`config.mk`:
```
export PLATFORM = sky130hd
export DESIGN_NAME = aes_core_arbiter
export DESIGN_NICKNAME = d
export VERILOG_FILES = /design/src/rtl/aes_core_arbiter.sv
export SDC_FILE = /design/constraint.sdc
export NUM_CORES = 1
export LEC_CHECK = 0
export ABC_CLOCK_PERIOD_IN_PS = 31200
export BUFFER_PORTS_ARGS = -buffer_cell sky130_fd_sc_hd__buf_4
export CORE_AREA = 4 4 406 408
export CTS_BUF_LIST = sky130_fd_sc_hd__clkbuf_2
export DETAILED_ROUTE_END_ITERATION = 8
export DIE_AREA = 0 0 410 412
export GPL_TIMING_DRIVEN = 0
export SLEW_MARGIN = 20
export SYNTH_ARGS = -nofsm -noshare
export SYNTH_HDL_FRONTEND = slang
export SYNTH_SLANG_ARGS = --single-unit
```
`constraint.sdc`:
```
create_clock -name AES_clk -period 31.2 [get_ports AES_clk]
set_clock_uncertainty 0.2 [all_clocks]
set_input_delay 1.56 -clock AES_clk [delete_from_list [all_inputs] [get_ports AES_clk]]
set_output_delay 1.56 -clock AES_clk [all_outputs]
set_load 0.005 [all_outputs]
```
`src/rtl/aes_core_arbiter.sv`:
```
// Round-robin scheduler that time-shares one AES core between two requesters,
// with a timeout guard on the core's output-valid and a sticky stray-valid flag.
module aes_core_arbiter #(
  parameter int TIMEOUT    = 64,
  parameter int GAP_CYCLES = 2,
  parameter int CNT_W      = 7
) (
  input  logic         AES_clk,
  input  logic         AES_rst,
  input  logic         req0_valid,
  output logic         req0_ready,
  input  logic [127:0] req0_data,
  input  logic [127:0] req0_key,
  input  logic         req1_valid,
  output logic         req1_ready,
  input  logic [127:0] req1_data,
  input  logic [127:0] req1_key,
  output logic         core_en,
  output logic [127:0] core_data_in,
  output logic [127:0] core_key_in,
  input  logic [127:0] core_data_out,
  input  logic         core_data_out_valid,
  output logic         rsp_valid,
  input  logic         rsp_ready,
  output logic         rsp_id,
  output logic [127:0] rsp_data,
  output logic         rsp_timeout,
  output logic         err_stray,
  output logic [1:0]   state_dbg
);

  typedef enum logic [1:0] {
    IDLE = 2'd0,
    RUN  = 2'd1,
    RESP = 2'd2,
    GAP  = 2'd3
  } state_t;

  localparam logic [CNT_W-1:0] TIMEOUT_LAST = CNT_W'(TIMEOUT - 1);
  localparam logic [CNT_W-1:0] GAP_LAST     = CNT_W'(GAP_CYCLES - 1);

  state_t           state;
  logic [CNT_W-1:0] counter;
  logic             rr_last;
  logic             grant;
  logic             accept;

  // Handshakes: a transfer happens on the rising edge where valid and ready are
  // both high; valid must hold with stable payload until then, ready may depend
  // combinationally on valid.
  always_comb begin
    grant = 1'b0;
    if (req0_valid && req1_valid) grant = ~rr_last;
    else if (req1_valid)          grant = 1'b1;
  end

  assign req0_ready = (state == IDLE) && req0_valid && !grant;
  assign req1_ready = (state == IDLE) && req1_valid && grant;
  assign accept     = req0_ready || req1_ready;
  assign state_dbg  = state;

  always_ff @(posedge AES_clk or posedge AES_rst) begin
    if (AES_rst) begin
      state        <= IDLE;
      counter      <= '0;
      rr_last      <= 1'b1;
      core_en      <= 1'b0;
      core_data_in <= '0;
      core_key_in  <= '0;
      rsp_valid    <= 1'b0;
      rsp_id       <= 1'b0;
      rsp_data     <= '0;
      rsp_timeout  <= 1'b0;
      err_stray    <= 1'b0;
    end else begin
      // Output-valid outside RUN is flagged and otherwise ignored.
      if (core_data_out_valid && state != RUN) err_stray <= 1'b1;
      case (state)
        IDLE: begin
          if (accept) begin
            core_data_in <= grant ? req1_data : req0_data;
            core_key_in  <= grant ? req1_key : req0_key;
            rsp_id       <= grant;
            rr_last      <= grant;
            counter      <= '0;
            core_en      <= 1'b1;
            state        <= RUN;
          end
        end
        RUN: begin
          counter <= counter + 1'b1;
          if (core_data_out_valid) begin
            rsp_data    <= core_data_out;
            rsp_timeout <= 1'b0;
            rsp_valid   <= 1'b1;
            core_en     <= 1'b0;
            state       <= RESP;
          end else if (counter == TIMEOUT_LAST) begin
            rsp_data    <= '0;
            rsp_timeout <= 1'b1;
            rsp_valid   <= 1'b1;
            core_en     <= 1'b0;
            state       <= RESP;
          end
        end
        RESP: begin
          if (rsp_ready) begin
            rsp_valid <= 1'b0;
            counter   <= '0;
            state     <= GAP;
          end
        end
        GAP: begin
          // Enable stays low long enough for the core's round counter to re-arm.
          counter <= counter + 1'b1;
          if (counter == GAP_LAST) state <= IDLE;
        end
        default: state <= IDLE;
      endcase
    end
  end

endmodule

```
==> results.md, run 1 <==
* Status: finished clean
* Critical path fanouts, max at 10
* CTS tree: yes
* Mux cell area share after synthesis at 14.7%
* Total power at 2570 uW
* Layout cells sized above 1 at 38.0%
* # IOs at 1039
* Clk slew on worst S/H paths at 80 ps
* Comb power frac at 48.8%
* Root Driver: clkbuf_2
* Die W at 410 um
* # Max-Cap Violations at 0
* Distinct cells, synth at 33
* Hold Vio Cnt, Final at 0
* Count of pins over their slew limit at 0
* Starting Density at 10.9%
* Total wire length at 139000 um
* Reg2Reg Depth at 6
* Core Util, Final at 20.4%
* DP HPWL at 119000 um
* Xor and xnor fraction of the mapped netlist area at 0%
* Die area at 169000 um^2
* Net Count, Synth at 2423
* Yosys reg bits at 399
* Initial antenna violation count at 119
* Area Growth Syn to Fin at 87.2%
* Async S/R FF share, synth at 100%
* Clk sinks at 399
* FF-to-FF End: core_data_in[69]
* IO buf count at 1037
* Yosys warns at 0
* Die height at 412 um
* Worst-skew pair later-pin latency at 1360 ps
* Remaining Overflow, GRT at 0
* First-pass GRT wire length at 181000 um
* Register area share after synthesis at 56.7%
* Largest stage delay on the critical path at 550 ps
* Setup TNS at 0 ps
* P_int at 1470 uW
* Syn Inst Count at 1770
* Cell mode on critical path: buf_2
* Total iterations of the first detailed-routing run at 5
* DRC errors left at 0
* Number of global-route vias before repair at 20895
* Static Leak at 0.0160 uW
* Top cell type's share of synthesized area at 56.5%
* Final setup fails at 0
* Largest family of logic cells by synthesized area: multiplexers
* Post-synth top flop: dfrtp_1
* Final Cycle Share at 18.4%
* R2R setup slack at 27680 ps
* Power per cell area at 77.9 nW/um^2
* HP Class: reg -> reg
* Nets at 3933
* Core area at 162000 um^2
* CP Launch Type: input port
* Total track usage at 15.8%
* Clk buf depth at 3
* Vias per cell at 3.73
* Switch Pwr at 1100 uW
* Largest area contributor in the netlist: dfrtp_1
* Post-route cell area at 33000 um^2
* Crit path to: req0_ready
* Synthesized area at 17600 um^2
* Sw frac at 42.9%
* Post-Synth Simple-Gate Area at 12.7%
* Clock power frac at 15.9%
* RR Startpoint: rr_last
* Unrepaired setup endpoints after global routing: no
* Crit path kind: in -> out
* Avg WL per Cell at 24.9 um
* CP cell instances: dlygate4sd3_1 -> buf_4 -> a21boi_0 -> buf_2 -> buf_2 -> buf_2 -> nor2_1 -> buf_4
* Post-DRT Antenna Nets at 0
* Total CTS buffers at 115
* Largest net degree at the start of global routing at 100
* Worst slew pin tran at 1210 ps
* Gpl congestion at 0.932
* Max-slew headroom at 19.4%
* Mapped Avg Cell Area at 9.96 um^2
* Reg power frac at 35.3%
* H-tree depth at 3
* Count leader, synth: dfrtp_1
* Top cells by area, synth: dfrtp_1, mux2i_1, o21ai_0
* Max VDD drop at 0.0399 mV
* CP startpoint: req0_valid
* Post-synth EDFFs at 0
* Synth Area in Adders at 0.497%
* Critical-path top delay cell: dlygate4sd3_1
* Row cnt at 148
* Req. time, crit path at 29440 ps
* Minimum clock period at 5740 ps
* Post-synth top cells: dfrtp_1, nand2_1, o21ai_0, mux2i_1, nand3_1
* WP data arrival at 3980 ps
* Compound-gate portion of the synthesized area at 11.9%
* Area after DPL at 28300 um^2
* DR vias at 20860
* Setup crit end kind: primary output
* DRT iter0 DRCs at 1380
* Maximum clock rate at 174 MHz
* Number of setup buffers added after CTS at 0
[metrics by stage]
step	setup slack (ps)	std cells	hold slack, ps
finish	25460	5592	263
global route	25360	5569	6.63
CTS	25400	5539	0.115
detailed placement	25970	4988	245
global placement	12760	4982	244
floorplan	18350	1770	251
[layout by cell type, fill, tap and decap left out, types with 5 or more instances in the layout]
master / n
clkinv_2: 7
buf_2: 46
inv_1: 7
buf_16: 6
o21ai_0: 391
ha_1: 7
nor2_1: 9
mux2i_1: 254
a21oi_1: 5
dfrtp_1: 398
nand3_1: 131
buf_4: 1038
clkinv_1: 23
clkbuf_1: 93
dlygate4sd3_1: 349
diode_2: 52
clkbuf_2: 169
nand2_1: 393
[power by group through the flow]
stage               clock network (uW)  logic (uW)  registers (uW)
floorplan                            0         403             902
global placement                     0        1200             910
detailed placement                   0        1220             915
CTS                                435        1280             906
global route                       458        1360             934
finish                             408        1250             908
[registers in the layout, indices dropped and copies added, names as in the netlist, 2 cells and up]
signal / count
counter: 7
core_data_in: 128
state_dbg: 2
rsp_data: 128
core_key_in: 128
[worst min-delay path by stage]
stage / startpoint / to / slack (ps) / depth (start not counted)
2_1_floorplan: err_stray / err_stray / 250 / 1
3_3_place_gp: err_stray / err_stray / 240 / 1
3_5_place_dp: err_stray / err_stray / 250 / 1
4_1_cts: req0_key[7] / core_key_in[7] / 0.1 / 3
5_1_grt: req1_key[20] / core_key_in[20] / 7 / 3
6_report: err_stray / err_stray / 260 / 1
[critical path, delay by kind of cell]
| family | cells | cell delay [ps] |
|---|---|---|
| compound gates | 1 | 140 |
| buf+inv | 6 | 2180 |
| simple gates | 1 | 100 |
[kinds of logic (layout without fill, tap and decap cells)]
| logic type | count (synthesis) | in the layout |
|---|---|---|
| compound gates | 410 | 410 |
| fa+ha+maj | 7 | 7 |
| buf+inv | 151 | 1746 |
| flops | 399 | 399 |
| mux | 258 | 258 |
| other cells | 0 | 52 |
| simple gates | 545 | 545 |
[what timing repair did]
action                                 in CTS  in global routing
resized for setup                           0                  0
endpoints found under the hold margin     311                  0
hold buffers                              349                  0
[metal layers]
layer	global-route usage, %	wire, um	vias to the layer above
li1	-	-	9264
met2	27.2	68000	1123
met3	5.31	10900	322
met4	5.53	5810	34
met1	18.3	54500	10117
met5	0	231	-
[area by class of cell]
type	count	area (um^2)
antenna	52	130
buffer	143	601
clock buffer	167	836
clock inverter	35	184
fill	17784	129000
inverter	8	37.5
multi-input combinational	1220	7040
sequential	399	9990
tap	2175	2720
timing repair buffer	1393	11500
Power figures use the tool's default switching activity.
==> run 2: changes to the inputs <==
- ABC_CLOCK_PERIOD_IN_PS: 31200 -> 5500
- clock period: 31.2 -> 5.5 ns (I/O delays scaled with it)
==> run 2 against run 1 <==
Compared with the run above: the run now fails in clock tree synthesis (4_1_cts); synthesized cell count stayed put; area after synthesis stayed put.
==> results.md, run 2 <==
* Clk sinks at 399 (unchanged)
* Distinct cells, synth at 33 (unchanged)
* Number of setup buffers added after CTS at 0 (unchanged)
* Register area share after synthesis at 56.7% (unchanged)
* Yosys warns at 0 (unchanged)
* # IOs at 1039 (unchanged)
* Post-synth top flop: dfrtp_1
* Root Driver: clkbuf_2
* Post-synth top cells: dfrtp_1, nand2_1, o21ai_0, mux2i_1, nand3_1
* Die W at 410 um (unchanged)
* Die height at 412 um (unchanged)
* Top cell type's share of synthesized area at 56.5% (unchanged)
* Count leader, synth: dfrtp_1
* CTS resizes at 0 (unchanged)
* Hold buffers post-CTS at 1043 (+200%)
* Syn Inst Count at 1770 (unchanged)
* Gpl congestion at 0.959 (+2.9%)
* Clk buf depth at 3 (unchanged)
* Row cnt at 148 (unchanged)
* Starting Density at 10.9% (unchanged)
* IO buf count at 1037 (unchanged)
* Last stage: clock tree synthesis (4_1_cts)
* Synthesized area at 17600 um^2 (unchanged)
* Top cells by area, synth: dfrtp_1, mux2i_1, o21ai_0
* Setup WS pre-CTS at 1740 ps (-24230 ps)
* Yosys reg bits at 399 (unchanged)
* Err: [ERROR RSZ-0060] Max buffer count reached.
* DP HPWL at 117000 um (-1.4%)
* Placed cell count at 4999 (+0.22%)
* Post-synth EDFFs at 0 (unchanged)
* Async S/R FF share, synth at 100% (unchanged)
* Mapped Avg Cell Area at 9.96 um^2 (unchanged)
* Status: aborted with a tool error
* Largest area contributor in the netlist: dfrtp_1
* H-tree depth at 3 (unchanged)
* Total CTS buffers at 116 (+0.87%)
* Net Count, Synth at 2423 (unchanged)
## run 2: cell families after synthesis
group / Yosys count / synth area share [%]
compound gates: 410 / 11.9
fa+ha+maj: 7 / 0.497
buf+inv: 151 / 3.56
flops: 399 / 56.7
mux: 258 / 14.7
simple gates: 545 / 12.7
## run 2: stage by stage
step                      area (um^2)   TNS, ps  utilization, %
after detailed placement        28500         0            17.7
after global placement          28100  -1278930            17.4
after floorplan                 17600   -137690               -
==> run 3: changes to the inputs <==
- CORE_AREA: 4 4 406 408 -> 4 4 404 406
- CTS_BUF_LIST: sky130_fd_sc_hd__clkbuf_2 -> not set
- DIE_AREA: 0 0 410 412 -> 0 0 408 410
- PLACE_DENSITY_LB_ADDON: not set -> 0.15
==> run 3 against run 2 <==
Compared with the run above: the run now ends clean.
==> results.md, run 3 (same netlist as run 1, synthesis figures left out) <==
* Status: finished clean
* Clk buf depth at 3 (unchanged)
* Die area at 167000 um^2
* Crit path kind: reg -> reg
* CP startpoint: rr_last
* Critical path depth at 7
* Biggest regs: core_data_in x128, core_key_in x128, rsp_data x128
* Worst hold start: core_data_out_valid
* Clk sinks at 399 (unchanged)
* # Max-Cap Violations at 0
* Worst-skew pair later-pin latency at 630 ps
* Final Cycle Share at 78.4%
* Clock power frac at 22.6%
* CTS tree: yes
* IO buf count at 1037 (unchanged)
* Die height at 410 um (-0.49%)
* DRC errors left at 0
* HP Class: in -> reg
* Crit path to: core_data_in[55]
* Commonest non-fill, non-tap cell in the layout: buf_4
* Unrepaired setup endpoints after global routing: no
* Count of pins over their slew limit at 0
* Avg WL per Cell at 21.2 um
* GR Util met2 at 24.5%
* Comb power frac at 45.6%
* CP Launch Type: register
* Met3 Resource Use GR at 4.30%
* R2R setup slack at 1190 ps
* Final setup fails at 0
* Largest net degree at the start of global routing at 30
* Die W at 408 um (-0.49%)
* Reg2Reg Depth at 7
* Core Util, Final at 23.0%
* Switch Pwr at 6130 uW
* Total wire length at 120000 um
* DRT iter0 DRCs at 729
* Setup crit end kind: register
* Critical path fanouts, max at 10
* Layout cells sized above 1 at 33.6%
* Clk slew on worst S/H paths at 60 ps
* Worst path bufs/invs at 4
* Worst slew pin tran at 1110 ps
* Area Growth Syn to Fin at 109%
* Minimum clock period at 4310 ps
* Hold Path Depth at 4
* Initial antenna violation count at 44
* Static Leak at 0.0174 uW
* # IOs at 1039 (unchanged)
* Row cnt at 147 (-0.68%)
* Vias per cell at 3.58
* Max-slew headroom at 25.8%
* Core area at 160000 um^2
* Critical path's top delay family: buffers and inverters
* Total iterations of the first detailed-routing run at 4
* Total power at 16000 uW
* Hold Vio Cnt, Final at 0
* Critical-path top delay cell: dlygate4sd3_1
* Starting Density at 11.0% (+0.12 points)
* Reg power frac at 31.7%
* H-tree depth at 2 (-1)
* First-pass GRT wire length at 167000 um
* Post-DRT Antenna Nets at 0
* Largest stage delay on the critical path at 860 ps
* CP cell instances: a21boi_0 -> buf_2 -> buf_2 -> buf_2 -> mux2i_2 -> dlygate4sd3_1 -> o21ai_0
* FF-to-FF End: core_data_in[55]
* Req. time, crit path at 5800 ps
* DP HPWL at 97900 um (-16%)
* Most frequent cells in the layout: buf_4, dlygate4sd3_1, dfrtp_1
* Total CTS buffers at 55 (-53%)
* Cell mode on critical path: buf_2
* RR Startpoint: rr_last
* Power per cell area at 435 nW/um^2
* Number of setup buffers added after CTS at 0 (unchanged)
* Number of global-route vias before repair at 22350
* Sw frac at 38.3%
* Max VDD drop at 0.205 mV
* Root Driver: clkbuf_16
* DR vias at 20371
* Nets at 4183
* Hold slack at 160 ps
* P_int at 9870 uW
* Maximum clock rate at 232 MHz
* GR Util met1 at 15.7%
* Remaining Overflow, GRT at 0
* Total track usage at 13.8%
* Gpl congestion at 0.804 (-16%)
* GR peak layer: met2
* WP data arrival at 4610 ps
-- run 3: worst min-delay path by stage --
| stage | end |
|---|---|
| 3_5_place_dp | core_data_in[94] |
| 5_1_grt | rsp_data[113] |
| 2_1_floorplan | rr_last |
| 6_report | rsp_data[110] |
| 3_3_place_gp | err_stray |
| 4_1_cts | rsp_data[117] |
-- run 3: repair_timing --
action | 4_1_cts | 5_1_grt
gates resized for setup | 0 | 0
hold endpoints to repair | 435 | 0
hold buffers | 646 | 0
-- run 3: worst register-to-register path: cells and delay by family (launching register included) --
family / cells / cell delay, ps
buf+inv: 4 / 2340
compound gates: 2 / 690
mux: 1 / 580
flops: 1 / 370
-- run 3: area by class of cell --
cell class              instances  area [um^2]
diodes                         22         55.1
plain buffers                 143          603
clock buffers                  81         1560
clock inverters                21          209
fillers                     17698       123000
inverters                       8         33.8
multi-input cells            1220         7030
flip-flops and latches        399         9990
well taps                    2086         2610
repair buffers               1703        14700
-- run 3: metrics by stage --
step | cells | cell area, um^2 | worst slack, ps | setup TNS [ps]
after floorplan | 1770 | 17600 | -346 | -137690
after global placement | 4893 | 28000 | -4430 | -1695970
after detailed placement | 4913 | 28500 | 1610 | 0
after CTS | 5661 | 36700 | 1160 | 0
after global routing | 5672 | 36700 | 1130 | 0
final | 5683 | 36800 | 1190 | 0
-- run 3: layer usage --
metal	up-vias	share of wire, %
met1	9794	39
li1	9657	-
met5	-	0.091
met4	18	3.0
met3	173	7.4
met2	729	51
-- run 3: power by group through the flow --
stage / clock network [uW] / registers (uW) / logic, uW
4_1_cts: 3810 / 5090 / 7540
3_5_place_dp: 0 / 5110 / 6920
2_1_floorplan: 0 / 5120 / 2290
5_1_grt: 3900 / 5260 / 8080
6_report: 3620 / 5080 / 7300
3_3_place_gp: 0 / 5100 / 6870
